===== src/rtl/cpu_trace_pkg.sv =====
// Shared definitions for the CPU write-back trace writer.
// Holds default record field widths, record kind codes, the marker
// register fill bit and the writer control state encoding.
package cpu_trace_pkg;

    localparam int unsigned TRACE_DATA_W = 16;
    localparam int unsigned TRACE_REG_W  = 4;
    localparam int unsigned TRACE_CYC_W  = 16;
    localparam int unsigned TRACE_DEPTH  = 8;
    localparam int unsigned DROP_W       = 8;

    // Record kind: normal write-back event or end-of-trace marker
    localparam logic KIND_EVENT  = 1'b0;
    localparam logic KIND_MARKER = 1'b1;

    // Fill bit replicated across the register field of the end marker
    localparam logic MARKER_REG = 1'b1;

    typedef enum logic [1:0] {
        RUN   = 2'd0,
        MARK  = 2'd1,
        DRAIN = 2'd2,
        DONE  = 2'd3
    } trace_state_e;

endpackage


===== src/rtl/trace_fifo_2w1r.sv =====
// Show-ahead FIFO with two ordered write ports and one read port.
// Ports:
//   clock, reset     rising-edge clock, async active-low reset
//   w0_en/w0_data    first record written this edge
//   w1_en/w1_data    second record, written behind w0 (only with w0_en)
//   rd_en            pop the head entry (caller ensures head_valid)
//   head_valid       registered: queue not empty
//   head_data        registered: head entry, zero when empty
//   count            registered occupancy 0..DEPTH
// Callers must only write into free space counted before the edge.
module trace_fifo_2w1r #(
    parameter int unsigned W     = 8,
    parameter int unsigned DEPTH = 8
) (
    input  logic                     clock,
    input  logic                     reset,
    input  logic                     w0_en,
    input  logic [W-1:0]             w0_data,
    input  logic                     w1_en,
    input  logic [W-1:0]             w1_data,
    input  logic                     rd_en,
    output logic                     head_valid,
    output logic [W-1:0]             head_data,
    output logic [$clog2(DEPTH):0]   count
);

    localparam int unsigned AW = $clog2(DEPTH);
    localparam int unsigned CW = AW + 1;

    logic [W-1:0]  mem [DEPTH];
    logic [AW-1:0] rd_ptr;
    logic [AW-1:0] wr_ptr;
    logic [AW-1:0] rd_next;
    logic [AW-1:0] wr_next;
    logic [AW-1:0] wr_ptr1;
    logic [CW-1:0] count_next;
    logic [W-1:0]  head_next;

    // Next pointers/occupancy and the head that will be visible after the edge
    always_comb begin
        wr_ptr1    = wr_ptr + AW'(1);
        rd_next    = rd_ptr + AW'(rd_en);
        wr_next    = wr_ptr + AW'(w0_en) + AW'(w1_en);
        count_next = count + CW'(w0_en) + CW'(w1_en) - CW'(rd_en);
        head_next  = '0;
        if (count_next != '0) begin
            // All older entries gone: the new head is the record being written now
            if (w0_en && (rd_next == wr_ptr)) begin
                head_next = w0_data;
            end else begin
                head_next = mem[rd_next];
            end
        end
    end

    // Storage: contents need no reset, validity is tracked by the pointers
    always_ff @(posedge clock) begin
        if (w0_en) begin
            mem[wr_ptr] <= w0_data;
        end
        if (w1_en) begin
            mem[wr_ptr1] <= w1_data;
        end
    end

    // Pointers, occupancy and registered head
    always_ff @(posedge clock or negedge reset) begin
        if (!reset) begin
            rd_ptr     <= '0;
            wr_ptr     <= '0;
            count      <= '0;
            head_valid <= 1'b0;
            head_data  <= '0;
        end else begin
            rd_ptr     <= rd_next;
            wr_ptr     <= wr_next;
            count      <= count_next;
            head_valid <= (count_next != '0);
            head_data  <= head_next;
        end
    end

endmodule


===== src/rtl/cpu_wb_trace_writer.sv =====
// CPU write-back trace writer: stamps write-back events with a cycle count,
// queues them and streams them out on a valid/ready port. On halt it appends
// an end marker carrying the drop count, drains, then raises done.
// Ports:
//   clock, reset            rising-edge clock, async active-low reset
//   wb_we/wb_reg/wb_data    register write-back event
//   wb_r0_we/wb_r0_data     R0 result write event
//   halt                    CPU halted (level)
//   trace_valid/ready/data  show-ahead record stream {kind, cycle, reg, data}
//   level                   queue occupancy
//   overflow                sticky: an event was dropped
//   done                    end marker consumed and queue empty
module cpu_wb_trace_writer
    import cpu_trace_pkg::*;
#(
    parameter int unsigned DATA_W = TRACE_DATA_W,
    parameter int unsigned REG_W  = TRACE_REG_W,
    parameter int unsigned CYC_W  = TRACE_CYC_W,
    parameter int unsigned DEPTH  = TRACE_DEPTH
) (
    input  logic                             clock,
    input  logic                             reset,
    input  logic                             wb_we,
    input  logic [REG_W-1:0]                 wb_reg,
    input  logic [DATA_W-1:0]                wb_data,
    input  logic                             wb_r0_we,
    input  logic [DATA_W-1:0]                wb_r0_data,
    input  logic                             halt,
    output logic                             trace_valid,
    input  logic                             trace_ready,
    output logic [CYC_W+REG_W+DATA_W:0]      trace_data,
    output logic [$clog2(DEPTH):0]           level,
    output logic                             overflow,
    output logic                             done
);

    localparam int unsigned REC_W = 1 + CYC_W + REG_W + DATA_W;
    localparam int unsigned LVL_W = $clog2(DEPTH) + 1;
    localparam int unsigned SUM_W = DROP_W + 1;

    trace_state_e state_q;
    trace_state_e state_d;

    logic [CYC_W-1:0]  cyc_q;
    logic [DROP_W-1:0] drop_q;
    logic              overflow_q;
    logic              done_q;

    logic              w0_en;
    logic              w1_en;
    logic              rd_en;
    logic [REC_W-1:0]  w0_data;
    logic [REC_W-1:0]  w1_data;
    logic [REC_W-1:0]  rec_wb;
    logic [REC_W-1:0]  rec_r0;
    logic [REC_W-1:0]  rec_mark;
    logic [LVL_W-1:0]  free_c;
    logic [1:0]        n_drop;
    logic [SUM_W-1:0]  drop_sum;

    logic              fifo_valid;
    logic [REC_W-1:0]  fifo_data;
    logic [LVL_W-1:0]  fifo_count;

    // Space is judged on occupancy before the edge; a same-edge pop does not help
    assign free_c   = LVL_W'(DEPTH) - fifo_count;
    assign rec_wb   = {KIND_EVENT, cyc_q, wb_reg, wb_data};
    assign rec_r0   = {KIND_EVENT, cyc_q, {REG_W{1'b0}}, wb_r0_data};
    assign rec_mark = {KIND_MARKER, cyc_q, {REG_W{MARKER_REG}}, DATA_W'(drop_q)};
    assign rd_en    = fifo_valid & trace_ready & (state_q != DONE);
    assign drop_sum = {1'b0, drop_q} + SUM_W'(n_drop);

    // Next state, push arbitration and drop accounting
    always_comb begin
        state_d = state_q;
        w0_en   = 1'b0;
        w0_data = '0;
        w1_en   = 1'b0;
        w1_data = '0;
        n_drop  = 2'd0;
        case (state_q)
            RUN: begin
                if (wb_we && wb_r0_we) begin
                    // Register write goes first, R0 result behind it
                    if (free_c >= LVL_W'(2)) begin
                        w0_en   = 1'b1;
                        w0_data = rec_wb;
                        w1_en   = 1'b1;
                        w1_data = rec_r0;
                    end else if (free_c == LVL_W'(1)) begin
                        w0_en   = 1'b1;
                        w0_data = rec_wb;
                        n_drop  = 2'd1;
                    end else begin
                        n_drop  = 2'd2;
                    end
                end else if (wb_we || wb_r0_we) begin
                    if (free_c != '0) begin
                        w0_en   = 1'b1;
                        w0_data = wb_we ? rec_wb : rec_r0;
                    end else begin
                        n_drop  = 2'd1;
                    end
                end
                if (halt) begin
                    state_d = MARK;
                end
            end
            MARK: begin
                if (free_c != '0) begin
                    w0_en   = 1'b1;
                    w0_data = rec_mark;
                    state_d = DRAIN;
                end
            end
            DRAIN: begin
                if (fifo_count == '0) begin
                    state_d = DONE;
                end
            end
            DONE: begin
                state_d = DONE;
            end
        endcase
    end

    // State, cycle stamp, saturating drop count and status flags
    always_ff @(posedge clock or negedge reset) begin
        if (!reset) begin
            state_q    <= RUN;
            cyc_q      <= '0;
            drop_q     <= '0;
            overflow_q <= 1'b0;
            done_q     <= 1'b0;
        end else begin
            state_q <= state_d;
            if (state_q == RUN) begin
                cyc_q <= cyc_q + CYC_W'(1);
            end
            drop_q <= drop_sum[DROP_W] ? {DROP_W{1'b1}} : drop_sum[DROP_W-1:0];
            if (n_drop != 2'd0) begin
                overflow_q <= 1'b1;
            end
            done_q <= (state_d == DONE);
        end
    end

    trace_fifo_2w1r #(
        .W     (REC_W),
        .DEPTH (DEPTH)
    ) u_fifo (
        .clock      (clock),
        .reset      (reset),
        .w0_en      (w0_en),
        .w0_data    (w0_data),
        .w1_en      (w1_en),
        .w1_data    (w1_data),
        .rd_en      (rd_en),
        .head_valid (fifo_valid),
        .head_data  (fifo_data),
        .count      (fifo_count)
    );

    assign trace_valid = fifo_valid;
    assign trace_data  = fifo_data;
    assign level       = fifo_count;
    assign overflow    = overflow_q;
    assign done        = done_q;

endmodule

===== config.mk =====
export PLATFORM = sky130hd
export DESIGN_NAME = cpu_wb_trace_writer
export DESIGN_NICKNAME = d
export VERILOG_FILES = /design/src/rtl/cpu_trace_pkg.sv /design/src/rtl/trace_fifo_2w1r.sv /design/src/rtl/cpu_wb_trace_writer.sv
export SDC_FILE = /design/constraint.sdc
export NUM_CORES = 1
export LEC_CHECK = 0
export CAP_MARGIN = 20
export CORE_ASPECT_RATIO = 1.1
export CORE_MARGIN = 4
export CORE_UTILIZATION = 38
export DETAILED_ROUTE_END_ITERATION = 8
export GPL_ROUTABILITY_DRIVEN = 0
export HOLD_SLACK_MARGIN = 0.05
export SETUP_SLACK_MARGIN = 0.05
export SLEW_MARGIN = 20
export SYNTH_ARGS = -nofsm -noshare
export SYNTH_HDL_FRONTEND = slang
export SYNTH_HIERARCHICAL = 1
export SYNTH_SLANG_ARGS = --single-unit
export TNS_END_PERCENT = 100

===== constraint.sdc =====
create_clock -name clock -period 10.7 [get_ports clock]
set_input_delay 2.14 -clock clock [delete_from_list [all_inputs] [get_ports clock]]
set_output_delay 2.14 -clock clock [all_outputs]
set_load 0.01 [all_outputs]

-- Word level (Yosys, flattened, before mapping)
Memory sizes are Yosys's and may differ from the RTL's.
Index checks and enable logic that the tools add are counted.
- flip-flop bits (word level): 76
- output and inout port bits: 44
- ROM bits: 0
- latch bits: 0
- RAM bits: 296
- input port bits: 42
- memories: 1
- muxes and demuxes: 37
- reductions and logical operators: 8
- multipliers: 0
- add/sub/neg operators: 10
- $lt $le $gt $ge: 1
- div/mod/pow operators: 0
- bitwise logic cells: 2
- equal/unequal tests: 7
- shift operators: 0
- memories (name ; words ; width ; read ports ; clocked after Yosys merged registers in ; write ports ; RTL line ; source):
    u_fifo.mem ; 8 ; 37 ; 1 ; 0 ; 2 ; trace_fifo_2w1r.sv:30 ; logic [W-1:0] mem [DEPTH];
- operators with widths (kind ; number):
    $mux 36 ; 7
    $mux 37 ; 4
    $pmux 37 s2 ; 1
    $mux 20 ; 1
    $add 16x1->16 const B ; 1
    $mux 1 ; 14
    $mux 2 ; 7
    $add 3x1->3 ; 3
    $add 8x2->9 ; 1
    $add 4x1->4 ; 2
    $mux 8 ; 1
    $pmux 2 s4 ; 1
    $reduce_bool 4->1 ; 2
    $eq 2x2->1 const B ; 3
    $eq 4x1->1 const B ; 1
    $ge 4x2->1 const B ; 1
    $logic_not 4->1 ; 1
    $sub 4x1->4 ; 1
    $sub 4x4->4 const A ; 1
    $add 3x1->3 const B ; 1
    $eq 3x3->1 ; 1
    $and 1x1->1 ; 2
    $eq 2x1->1 const B ; 1
    $logic_and 1x1->1 ; 2
    5 further kinds ; 5

-- Depth between registers and ports, before layout
- depth in word-level cells: 11
- mapped depth: 16

-- By module
Netlist, hierarchy kept.
- modules (own cells, without submodules) (module ; sequential area each (µm²) ; cells each ; area each (µm²) ; instances):
    trace_fifo_2w1r ; 10089.7 ; 1000 ; 16844.9 ; 1
    cpu_wb_trace_writer ; 700.7 ; 282 ; 2322.2 ; 1

-- Worst setup path before layout
Ideal clock, no wire load.
- path kind: input to register
- start point: input port wb_we
- end point: memory u_fifo/mem[5][0] (netlist name) (enable)
- stages: 7
- path buffers: 2
- slack: 4.653 ns
- arrival time: 5.565 ns
- setup time: 0.483 ns
- cell sequence: nor2b_1 -> buf_2 -> o31ai_2 -> buf_6 -> nand2_1 -> nand2_1 -> o21ai_0
- RTL lines (item ; RTL line ; source):
    from (decl) ; cpu_wb_trace_writer.sv:23 ; input logic wb_we,
    to (decl) ; trace_fifo_2w1r.sv:30 ;

-- Final worst setup path
- start point: input port wb_we
- end point: register u_fifo.head_data[1]
- longest elaborated chain between the ends: 9
- ends and longest elaborated chain (item ; RTL line ; source):
    $logic_or 1x1->1 ; cpu_wb_trace_writer.sv:97 ; end else if (wb_we || wb_r0_we) begin
    $mux 1 ; cpu_wb_trace_writer.sv:97 ;
    $mux 1 * ; cpu_wb_trace_writer.sv:83 ; if (wb_we && wb_r0_we) begin
    $pmux 1 s2 * ; cpu_wb_trace_writer.sv:81 ; case (state_q)
    net w0_en ; cpu_wb_trace_writer.sv:49 ; logic w0_en;
    $add 4x1->4 (2 in a row) ; trace_fifo_2w1r.sv:44 ; count_next = count + CW'(w0_en) + CW'(w1_en) - CW'(rd_en);
    $sub 4x1->4 ; trace_fifo_2w1r.sv:44 ;
    $reduce_bool 4->1 ; trace_fifo_2w1r.sv:46 ; if (count_next != '0) begin
    $mux 37 * ; trace_fifo_2w1r.sv:46 ;
    net u_fifo.head_next[1] ; trace_fifo_2w1r.sv:37 ; logic [W-1:0] head_next;
    to (signal assigned) ; trace_fifo_2w1r.sv:79 ; head_data <= head_next;
    to (decl) ; trace_fifo_2w1r.sv:23 ; output logic [W-1:0] head_data,
Mark *: on every way through the listed nets, which the timed path passes. The rest lies on a longest branch.
A chain may end at the register's enable or synchronous reset.

==> impl_metrics.csv <==
group,metric,value,unit
placement,dpl.hpwl,30900,um
routing,antenna_left,0,
worst_setup_path,r2r_cells,15,
worst_setup_path,rrSetupSlack,6.04,ns
worst_hold_path,min_from,"cyc_q[15]",
worst_setup_path,worstReg2RegStart,"u_fifo/count[1]",
grt,grt_max_degree,57,
clocking,cts_setup_buffers,0,
synthesis,yosys_warnings,6,
timing,drv_slew,0,
grt,grt_usage,19.0,%
grt,grt_pass1_vias,12400,
synthesis,async_flop_share,20.4,%
clocking,htree_levels,2,
timing,fin_crit_sh,51.3,%
clocking,cts_root_buf,"clkbuf_16",
final_layout,syn2layout_area_growth,15.2,%
power_and_ir_drop,power_density,209,nW/um^2
timing,period_needed,5.49,ns
floorplanning,io-pin-count,86,
synthesis,synth_flop_cell,"edfxtp_1",
final_layout,final_common_cell,"edfxtp_1",
final_layout,nets,1452,
timing,rsz0062_at_grt,"false",
routing,drcViolationCount,0,
timing,fin_ws,5.21,ns
timing,slew_headroom,24.1,%
floorplanning,die_w,222,um
synthesis,syn_avg_cell_area,15.0,um^2
power_and_ir_drop,p_leak,8.26,nW
synthesis,seq_area_frac_synth,56.3,%
worst_setup_path,worst-setup-path-type,"in -> reg",
worst_hold_path,holdPathEnd,"cyc_q[15]",
worst_setup_path,cp.buffers_inverters,4,
routing,first_iter_violations,847,
clocking,cts.sinks,372,
worst_hold_path,min_path_type,"reg -> reg",
floorplanning,initial_core_util,38.3,%
routing,avgRoutedWirePerCell,24.9,um
final_layout,diodes,0,
synthesis,ys_types,62,
timing,final-setup-viol-count,0,
clocking,cts_tree,"built",
run_status,status,"completed",
clocking,path_clk_slew,0.06,ns
power_and_ir_drop,vdd_ir_drop_max,181,uV
run,cap_viol_max_count,0,
routing,wirelength,51900,um
worst_setup_path,cp_slowest_cell,"nor2b_1",
timing,final_hold_viol_count,0,
clocking,cts_resized,0,
grt,grt-ovfl-total,0,
worst_setup_path,cp-end-kind,"flip-flop",
synthesis,netlist_instances,1282,
clocking,ctsHoldBuffers,0,
timing,tightestPinTransition,1.13,ns
worst_setup_path,critPathMaxFanout,23,
floorplanning,dieArea,54100,um^2
timing,fmax,182,MHz
worst_setup_path,critPathMaxStageDelay,0.62,ns
floorplanning,core_area,50000,um^2
timing,hold_slack,0.493,ns
worst_setup_path,reg2reg_to,"u_fifo/head_data[1]",
clocking,clock_latency,0.55,ns
worst_setup_path,arrival,5.85,ns
grt,antenna_found_initial,0,
placement,port_buffers,85,
routing,drt_first_pass_iters,7,
worst_hold_path,hold_depth,1,
timing,finClkSkew,0.0194,ns
synthesis,ys_ff_latch,372,
timing,setup-tns-final,0,ns
placement,dp_slack,4.66,ns
routing,vias,11600,
final_layout,final_cell_mix,"edfxtp_1 (296), mux2_2 (241), nand2_1 (98), clkdlybuf4s50_1 (84), dfrtp_1 (76)",
grt,grt_pass1_wl,79400,um
floorplanning,die_height,244,um
clocking,cts_buffer_depth,3,
routing,vias_per_cell,5.55,
clocking,cts_buffers,40,
worst_setup_path,critPathLaunch,"wb_we",
worst_setup_path,cp-start-kind,"input pin",
worst_setup_path,crit_chain,"clkdlybuf4s50_1 > nor2b_1 > o31ai_2 > buf_4 > nand2_1 > inv_1 > fa_1 > fa_1 > xor2_1 > nand3_1 > nor3b_2 > buf_4 > a311oi_1",
final_layout,drive_gt1_share,30.5,%
worst_setup_path,critPathTopFamily,"buffers and inverters",
synthesis,synth_area,19200,um^2
power_and_ir_drop,power,4.62,mW
worst_setup_path,critical_path_required,11.06,ns
synthesis,synth-edff-count,296,
floorplanning,row_count,86,
## registers in the layout (all words and copies together), names as in the netlist, 2 cells and up
register          flops
u_fifo/count          4
cyc_q                16
state_q               2
drop_q                8
u_fifo/rd_ptr         3
u_fifo/wr_ptr         3
u_fifo/mem          296
u_fifo/head_data     37
## synthesized netlist by cell type, drive strengths merged (19+ instances only)
cell type	n	area, um^2
mux2	297	3340
edfxtp	296	8890
nand2	103	394
dfrtp	76	1900
mux4	74	1670
buf	73	522
nor2	50	205
a311oi	37	324
and2	37	231
inv	34	128
o21ai	25	129
xnor2	19	174
## how the worst max path moves through the flow
stage | slack, ns | depth (start not counted) | to
after floorplan | 4.65 | 7 | u_fifo/mem[5][0]
after global placement | 4.79 | 13 | u_fifo/head_data[9]
after detailed placement | 4.66 | 13 | u_fifo/head_data[8]
after CTS | 5.24 | 13 | u_fifo/head_data[1]
after global routing | 4.93 | 13 | u_fifo/head_data[2]
final | 5.21 | 13 | u_fifo/head_data[1]
## cells by family (layout without fill, tap and decap cells)
kind of cell               Yosys count  in the layout  share of synthesized area (%)
buffers and inverters              118            222                           3.60
and+or+nand+nor                    248            248                           6.26
DFF                                372            372                           56.3
AOI/OAI and AO/OA                  126            126                           4.93
adders and majority gates           17             17                           1.27
other                                1             40                         0.0196
xor gates and xnor gates            28             28                           1.43
muxes                              372            372                           26.2
## power breakdown
group	internal, mW	total [mW]	switching, mW
logic	0.711	1.48	0.771
registers	1.66	1.77	0.113
clock network	0.804	1.37	0.566
total	3.17	4.62	1.45
## area by class of cell
class | instances | area [um^2]
Clock buffer | 60 | 1170
Sequential cell | 372 | 10800
Clock inverter | 14 | 124
Fill cell | 4527 | 28000
Inverter | 34 | 128
Tap cell | 660 | 826
Timing Repair Buffer | 114 | 1060
Multi-Input combinational cell | 831 | 7970
## routing by layer
layer | share of wire, % | global-route usage [%]
met3 | 4.4 | 2.71
met4 | 2.3 | 5.31
met1 | 43 | 25.0
met5 | 0 | 0
met2 | 50 | 33.2
## worst register-to-register path, delay by kind of cell (launching register included)
family                   cells  cell delay [ns]
adder cells (fa/ha/maj)      4             1.43
XOR/XNOR                     1             0.18
flip-flops                   1             0.69
AND/OR/NAND/NOR              3             0.52
AO/OA/AOI/OAI                3             0.51
buffers and inverters        4             1.14
## metrics by stage
stage	std cells	instance area [um^2]	utilization, %
floorplan	1321	19300	-
global placement	2010	20800	41.5
detailed placement	2010	20800	41.5
CTS	2084	22100	44.1
global route	2085	22100	44.1
finish	2085	22100	44.1
Power figures use the tool's default switching activity.
